$ cat config.mk
export PLATFORM = sky130hd
export DESIGN_NAME = load_store_unit
export DESIGN_NICKNAME = d
export VERILOG_FILES = /design/src/rtl/lsu_pkg.sv /design/src/rtl/lsu_byte_lane.sv /design/src/rtl/load_store_unit.sv
export SDC_FILE = /design/constraint.sdc
export NUM_CORES = 1
export LEC_CHECK = 0
export BUFFER_PORTS_ARGS = -buffer_cell sky130_fd_sc_hd__buf_2
export CORE_MARGIN = 5
export CORE_UTILIZATION = 50
export DETAILED_ROUTE_END_ITERATION = 16
export PLACE_DENSITY = 0.95
export SLEW_MARGIN = 25
export SYNTH_ARGS = -nofsm -noshare
export SYNTH_HDL_FRONTEND = slang
export SYNTH_SLANG_ARGS = --single-unit
$ cat constraint.sdc
create_clock -name clk -period 3.1 [get_ports clk]
set_input_delay 0.155 -clock clk [delete_from_list [all_inputs] [get_ports clk]]
set_output_delay 0.155 -clock clk [all_outputs]
set_load 0.03 [all_outputs]
$ cat src/rtl/lsu_pkg.sv
// Shared definitions for the load/store unit: op encodings, FSM states and
// the default memory-ack timeout.
package lsu_pkg;

  localparam logic [1:0] OP_LW = 2'b00;
  localparam logic [1:0] OP_SW = 2'b01;
  localparam logic [1:0] OP_LB = 2'b10;
  localparam logic [1:0] OP_SB = 2'b11;

  localparam int unsigned DEFAULT_TIMEOUT = 255;

  typedef enum logic [1:0] {
    StIdle,
    StAccess,
    StDone
  } lsu_state_e;

  function automatic logic is_store(input logic [1:0] op);
    return (op == OP_SW) || (op == OP_SB);
  endfunction

  function automatic logic is_word(input logic [1:0] op);
    return (op == OP_LW) || (op == OP_SW);
  endfunction

endpackage

$ cat src/rtl/lsu_byte_lane.sv
// Little-endian byte-lane steering: store byte enables and lane replication,
// plus load byte extraction with sign extension.
module lsu_byte_lane
  import lsu_pkg::*;
(
  input  logic [1:0]  st_op,
  input  logic [1:0]  st_off,
  input  logic [31:0] st_data,
  input  logic [1:0]  ld_op,
  input  logic [1:0]  ld_off,
  input  logic [31:0] ld_word,
  output logic [3:0]  be,
  output logic [31:0] st_lanes,
  output logic [31:0] ld_result
);

  logic [7:0] ld_byte;

  always_comb begin
    be       = 4'b1111;
    st_lanes = st_data;
    if (st_op == OP_SB) begin
      be       = 4'b0001 << st_off;
      st_lanes = {4{st_data[7:0]}};
    end
  end

  always_comb begin
    ld_byte = ld_word[7:0];
    unique case (ld_off)
      2'd0: ld_byte = ld_word[7:0];
      2'd1: ld_byte = ld_word[15:8];
      2'd2: ld_byte = ld_word[23:16];
      2'd3: ld_byte = ld_word[31:24];
      default: ld_byte = ld_word[7:0];
    endcase
  end

  assign ld_result = (ld_op == OP_LB) ? {{24{ld_byte[7]}}, ld_byte} : ld_word;

endmodule

$ cat src/rtl/load_store_unit.sv
// Multi-cycle load/store unit: one access at a time over a req/ack memory
// handshake, with misalignment and ack-timeout error reporting.
module load_store_unit
  import lsu_pkg::*;
#(
  parameter int unsigned TIMEOUT = DEFAULT_TIMEOUT
) (
  input  logic        clk,
  input  logic        rst,
  input  logic        start_,
  input  logic [1:0]  op_,
  input  logic [31:0] addr_,
  input  logic [31:0] wdata_,
  output logic        busy_,
  output logic        done_,
  output logic        err_,
  output logic [31:0] rdata_,
  output logic        mem_req_,
  output logic        mem_we_,
  output logic [31:0] mem_addr_,
  output logic [3:0]  mem_be_,
  output logic [31:0] mem_wdata_,
  input  logic [31:0] mem_rdata_,
  input  logic        mem_ack_
);

  localparam logic [7:0] TimeoutCnt = 8'(TIMEOUT);

  lsu_state_e  state_q, state_d;
  logic [1:0]  op_q, op_d;
  logic [1:0]  off_q, off_d;
  logic [7:0]  cnt_q, cnt_d;
  logic        err_q, err_d;
  logic [31:0] rdata_q, rdata_d;
  logic        req_q, req_d;
  logic        we_q, we_d;
  logic [31:0] addr_q, addr_d;
  logic [3:0]  be_q, be_d;
  logic [31:0] wdata_q, wdata_d;

  logic [3:0]  lane_be;
  logic [31:0] lane_wdata;
  logic [31:0] lane_load;
  logic        misaligned;

  // Store steering uses the incoming request; load extraction uses the
  // offset captured at accept time.
  lsu_byte_lane u_byte_lane (
    .st_op     (op_),
    .st_off    (addr_[1:0]),
    .st_data   (wdata_),
    .ld_op     (op_q),
    .ld_off    (off_q),
    .ld_word   (mem_rdata_),
    .be        (lane_be),
    .st_lanes  (lane_wdata),
    .ld_result (lane_load)
  );

  assign misaligned = is_word(op_) && (addr_[1:0] != 2'b00);

  always_comb begin
    state_d = state_q;
    op_d    = op_q;
    off_d   = off_q;
    cnt_d   = cnt_q;
    err_d   = err_q;
    rdata_d = rdata_q;
    req_d   = 1'b0;
    we_d    = we_q;
    addr_d  = addr_q;
    be_d    = be_q;
    wdata_d = wdata_q;

    unique case (state_q)
      StIdle: begin
        if (start_) begin
          if (misaligned) begin
            state_d = StDone;
            err_d   = 1'b1;
          end else begin
            state_d = StAccess;
            err_d   = 1'b0;
            cnt_d   = 8'd0;
            op_d    = op_;
            off_d   = addr_[1:0];
            req_d   = 1'b1;
            we_d    = is_store(op_);
            addr_d  = {addr_[31:2], 2'b00};
            be_d    = lane_be;
            wdata_d = lane_wdata;
          end
        end
      end
      StAccess: begin
        // An ack in the same cycle the counter expires still completes cleanly.
        if (mem_ack_) begin
          state_d = StDone;
          err_d   = 1'b0;
          if (!is_store(op_q)) begin
            rdata_d = lane_load;
          end
        end else if (cnt_q == TimeoutCnt) begin
          state_d = StDone;
          err_d   = 1'b1;
        end else begin
          cnt_d = cnt_q + 8'd1;
          req_d = 1'b1;
        end
      end
      StDone: begin
        state_d = StIdle;
      end
      default: begin
        state_d = StIdle;
      end
    endcase
  end

  always_ff @(posedge clk) begin
    if (rst) begin
      state_q <= StIdle;
      op_q    <= OP_LW;
      off_q   <= 2'b00;
      cnt_q   <= 8'd0;
      err_q   <= 1'b0;
      rdata_q <= 32'd0;
      req_q   <= 1'b0;
      we_q    <= 1'b0;
      addr_q  <= 32'd0;
      be_q    <= 4'b0000;
      wdata_q <= 32'd0;
    end else begin
      state_q <= state_d;
      op_q    <= op_d;
      off_q   <= off_d;
      cnt_q   <= cnt_d;
      err_q   <= err_d;
      rdata_q <= rdata_d;
      req_q   <= req_d;
      we_q    <= we_d;
      addr_q  <= addr_d;
      be_q    <= be_d;
      wdata_q <= wdata_d;
    end
  end

  assign busy_      = (state_q != StIdle);
  assign done_      = (state_q == StDone);
  assign err_       = done_ & err_q;
  assign rdata_     = rdata_q;
  assign mem_req_   = req_q;
  assign mem_we_    = we_q;
  assign mem_addr_  = addr_q;
  assign mem_be_    = be_q;
  assign mem_wdata_ = wdata_q;

endmodule

==> flow_summary.ini <==
[power_and_ir_drop]
power.switching_mw = 1.22
p_seq_share_pct = 36.8
irDropWorstVdd_mv = 0.392
power_density_nw_per_um2 = 593
p_leak_nw = 3.25
pwr-share-clk_pct = 45.1
switching_share_pct = 27.6
power.internal_mw = 3.20
comb_power_share_pct = 18.1

[sta]
drv_slew = 0
setup-violations-final = 0
finalCriticalPeriod_ns = 2.23
finalHoldViolations = 0
relSlewSlack_pct = 36.0
tightest_slew_ns = 0.960
fin_ws_ns = 0.866
fmax_mhz = 448
fin_crit_sh_pct = 72.1
rsz0062_at_grt = no
fin_skew_ns = 0.0242
tns_ns = 0

[yosys]
synth_area_leader_cell = dfxtp_1
synthXorXnorAreaFrac_pct = 0
synthMuxAreaShare_pct = 2.05
ys_seq_elements = 115
yosys_most_used_dff = dfxtp_1
syn_inst = 586
yosys-top-cells-area = dfxtp_1 46%, a21oi_1 6.7%, nand2_1 6.5%
synth_area_um2 = 5010
yosys_warnings = 0
synth_compound_area_share_pct = 23.2
yosysSeqAreaShare_pct = 45.9
synth_simple_gate_area_share_pct = 22.4
synth_edf_count = 0
yosysUniqueCellTypes = 50
synthArstFlopShare_pct = 0
postSynthAreaPerCell_um2 = 8.55
synth_top_family_by_area = compound AO/OA/AOI/OAI gates
synthAdderAreaFrac_pct = 0.250
yosys.area.top_type_share_pct = 45.9

[clock_tree]
cts_setup_buffers = 0
clk_pin_slew_worst_paths_ns = 0.06
clockBufferDepth = 2
root_buffer = clkbuf_8
post_cts_resized = 0
cts_tree = done
clk_latency_ns = 0.51
ctsHoldBuffers = 88
cts_buffers = 17
clock_sinks = 115
htreeDepth = 4

[detailed_routing]
drt_pass1_iterations = 5
ant_nets = 0
vias_per_cell = 5.55
wl_um = 18000
vias = 5552
wl_per_cell_um = 18.0
drt_iter0_markers = 442
drc = 0

[place]
routabilityCongestion = 0.895
placed_cells = 882
post-place-ws_ns = 0.911
placed_area_um2 = 5970
dp_hpwl_um = 10200
port_buffers = 204

[floorplan]
core_um2 = 9770
die_area_um2 = 12100
die_h_um = 110
start_util_pct = 51.3
ioPinCount = 207
fp.dieW_um = 110
row_count = 36

[run_status]
status = completed

[critical_path]
crit_type = reg -> reg
worst_ep_required_time_ns = 3.50
arrival_ns = 2.63
crit_fanout = 32
crit_path_end_kind = flip-flop
cp-start-kind = flip-flop

[global_route]
grt_max_degree = 86
grt_antenna_before_repair = 0
globalRouteTotalUtil_pct = 29.1
grt_pass1_wl_um = 27200
grt_pass1_vias = 5430
overflow = 0

[final_layout]
drive_gt1_share_pct = 34.0
design_area_um2 = 7460
syn_to_final_growth_pct = 48.8
instances_no_fill = 1000
diodes = 0
num-nets-final = 959
fillers = 629

[worst_hold_path]
hold_path_class = in -> reg

[run]
max_cap_violations = 0
synth_stat cells (2+ instances only):
| cell | n |
|---|---|
| buf_2 | 9 |
| buf_4 | 6 |
| a211oi_1 | 26 |
| dfxtp_1 | 115 |
| or2_2 | 3 |
| nor3_1 | 29 |
| and2_1 | 3 |
| nand2b_1 | 26 |
| nand2_2 | 10 |
| o311ai_1 | 2 |
| buf_6 | 6 |
| o31ai_1 | 2 |
| clkbuf_1 | 26 |
| nor2b_1 | 4 |
| o21bai_1 | 8 |
| nor2_1 | 34 |
| nand4_1 | 2 |
| o21ai_0 | 33 |
| and3_1 | 9 |
| o211ai_1 | 8 |
| inv_1 | 3 |
| nand3_1 | 6 |
| a21oi_2 | 30 |
| mux2i_1 | 8 |
| a21oi_1 | 67 |
| nand2_1 | 87 |
layout by cell type (no fill, tap or decap), drive strengths merged, types with 4 or more instances in the layout:
| master | n |
|---|---|
| nand2 | 97 |
| and3 | 9 |
| nand3 | 6 |
| dlygate4sd3 | 88 |
| o21ai | 33 |
| mux2i | 8 |
| bufinv | 4 |
| nor2 | 35 |
| clkbuf | 20 |
| nor3 | 30 |
| nor2b | 5 |
| a21oi | 97 |
| dfxtp | 115 |
| a211oi | 26 |
| nand2b | 27 |
| o211ai | 8 |
| buf | 212 |
| o21bai | 8 |
state kept, by name, summed over array words and instances (netlist names):
register	count
op_q	2
mem_we_	1
rdata_	32
mem_wdata_	32
err_q	1
mem_req_	1
mem_be_	4
mem_addr_	30
state_q	2
cnt_q	8
off_q	2
cells by family after synthesis:
family                   count (synthesis)
flip-flops                             115
AND/OR/NAND/NOR                        225
buffers and inverters                   53
AO/OA/AOI/OAI                          182
adder cells (fa/ha/maj)                  1
other                                    1
multiplexers                             9
area by class of cell:
| class | count | area (um^2) | area share (%) |
|---|---|---|---|
| Clock buffer | 20 | 445 | 5.97 |
| Clock inverter | 10 | 158 | 2.11 |
| Inverter | 3 | 11.3 | 0.151 |
| Multi-Input combinational cell | 419 | 2410 | 32.3 |
| Sequential cell | 115 | 2300 | 30.9 |
| Tap cell | 133 | 166 | 2.23 |
| Timing Repair Buffer | 300 | 1960 | 26.3 |
power groups by stage:
stage / clock, mW / sequential, mW / combinational (mW)
floorplan: 0 / 1.81 / 0.319
global placement: 0 / 1.65 / 0.673
detailed placement: 0 / 1.65 / 0.684
CTS: 2.01 / 1.62 / 0.773
global route: 2.09 / 1.63 / 0.854
finish: 1.99 / 1.63 / 0.799
worst max-delay path, stage by stage (launching register included):
cell and delay (ns):
dfxtp_1 0.41, nor3b_4 0.37, and2_2 0.68, buf_4 0.35
nor2_1 0.06, nor3_1 0.22
through the flow:
| stage | hold WS, ns | utilization (%) | total power [mW] |
|---|---|---|---|
| detailed placement | 0.400 | 61.1 | 2.34 |
| global route | 0.0154 | 76.3 | 4.58 |
| floorplan | 0.282 | - | 2.13 |
| CTS | 0.0113 | 76.3 | 4.41 |
| global placement | 0.394 | 61.1 | 2.32 |
| finish | 0.0191 | 76.3 | 4.42 |
layer usage:
layer,track usage [%],routed length (um),part of all wire (%)
met1,31.2,6730,37
met2,52.0,9190,51
met3,8.91,1430,7.9
met4,13.8,655,3.6
met5,0,0,0
final timing paths:
check	slack (ns)	cells after the start	end	start
worst min-delay path	0.02	3	mem_wdata_[9]	wdata_[9]
worst min register to register	0.45	2	mem_addr_[25]	mem_addr_[25]
worst max-delay path	0.87	5	mem_wdata_[29]	state_q[0]
worst max register to register	0.87	5	mem_wdata_[29]	state_q[0]
Note: power is estimated with default switching activity, not from simulation.
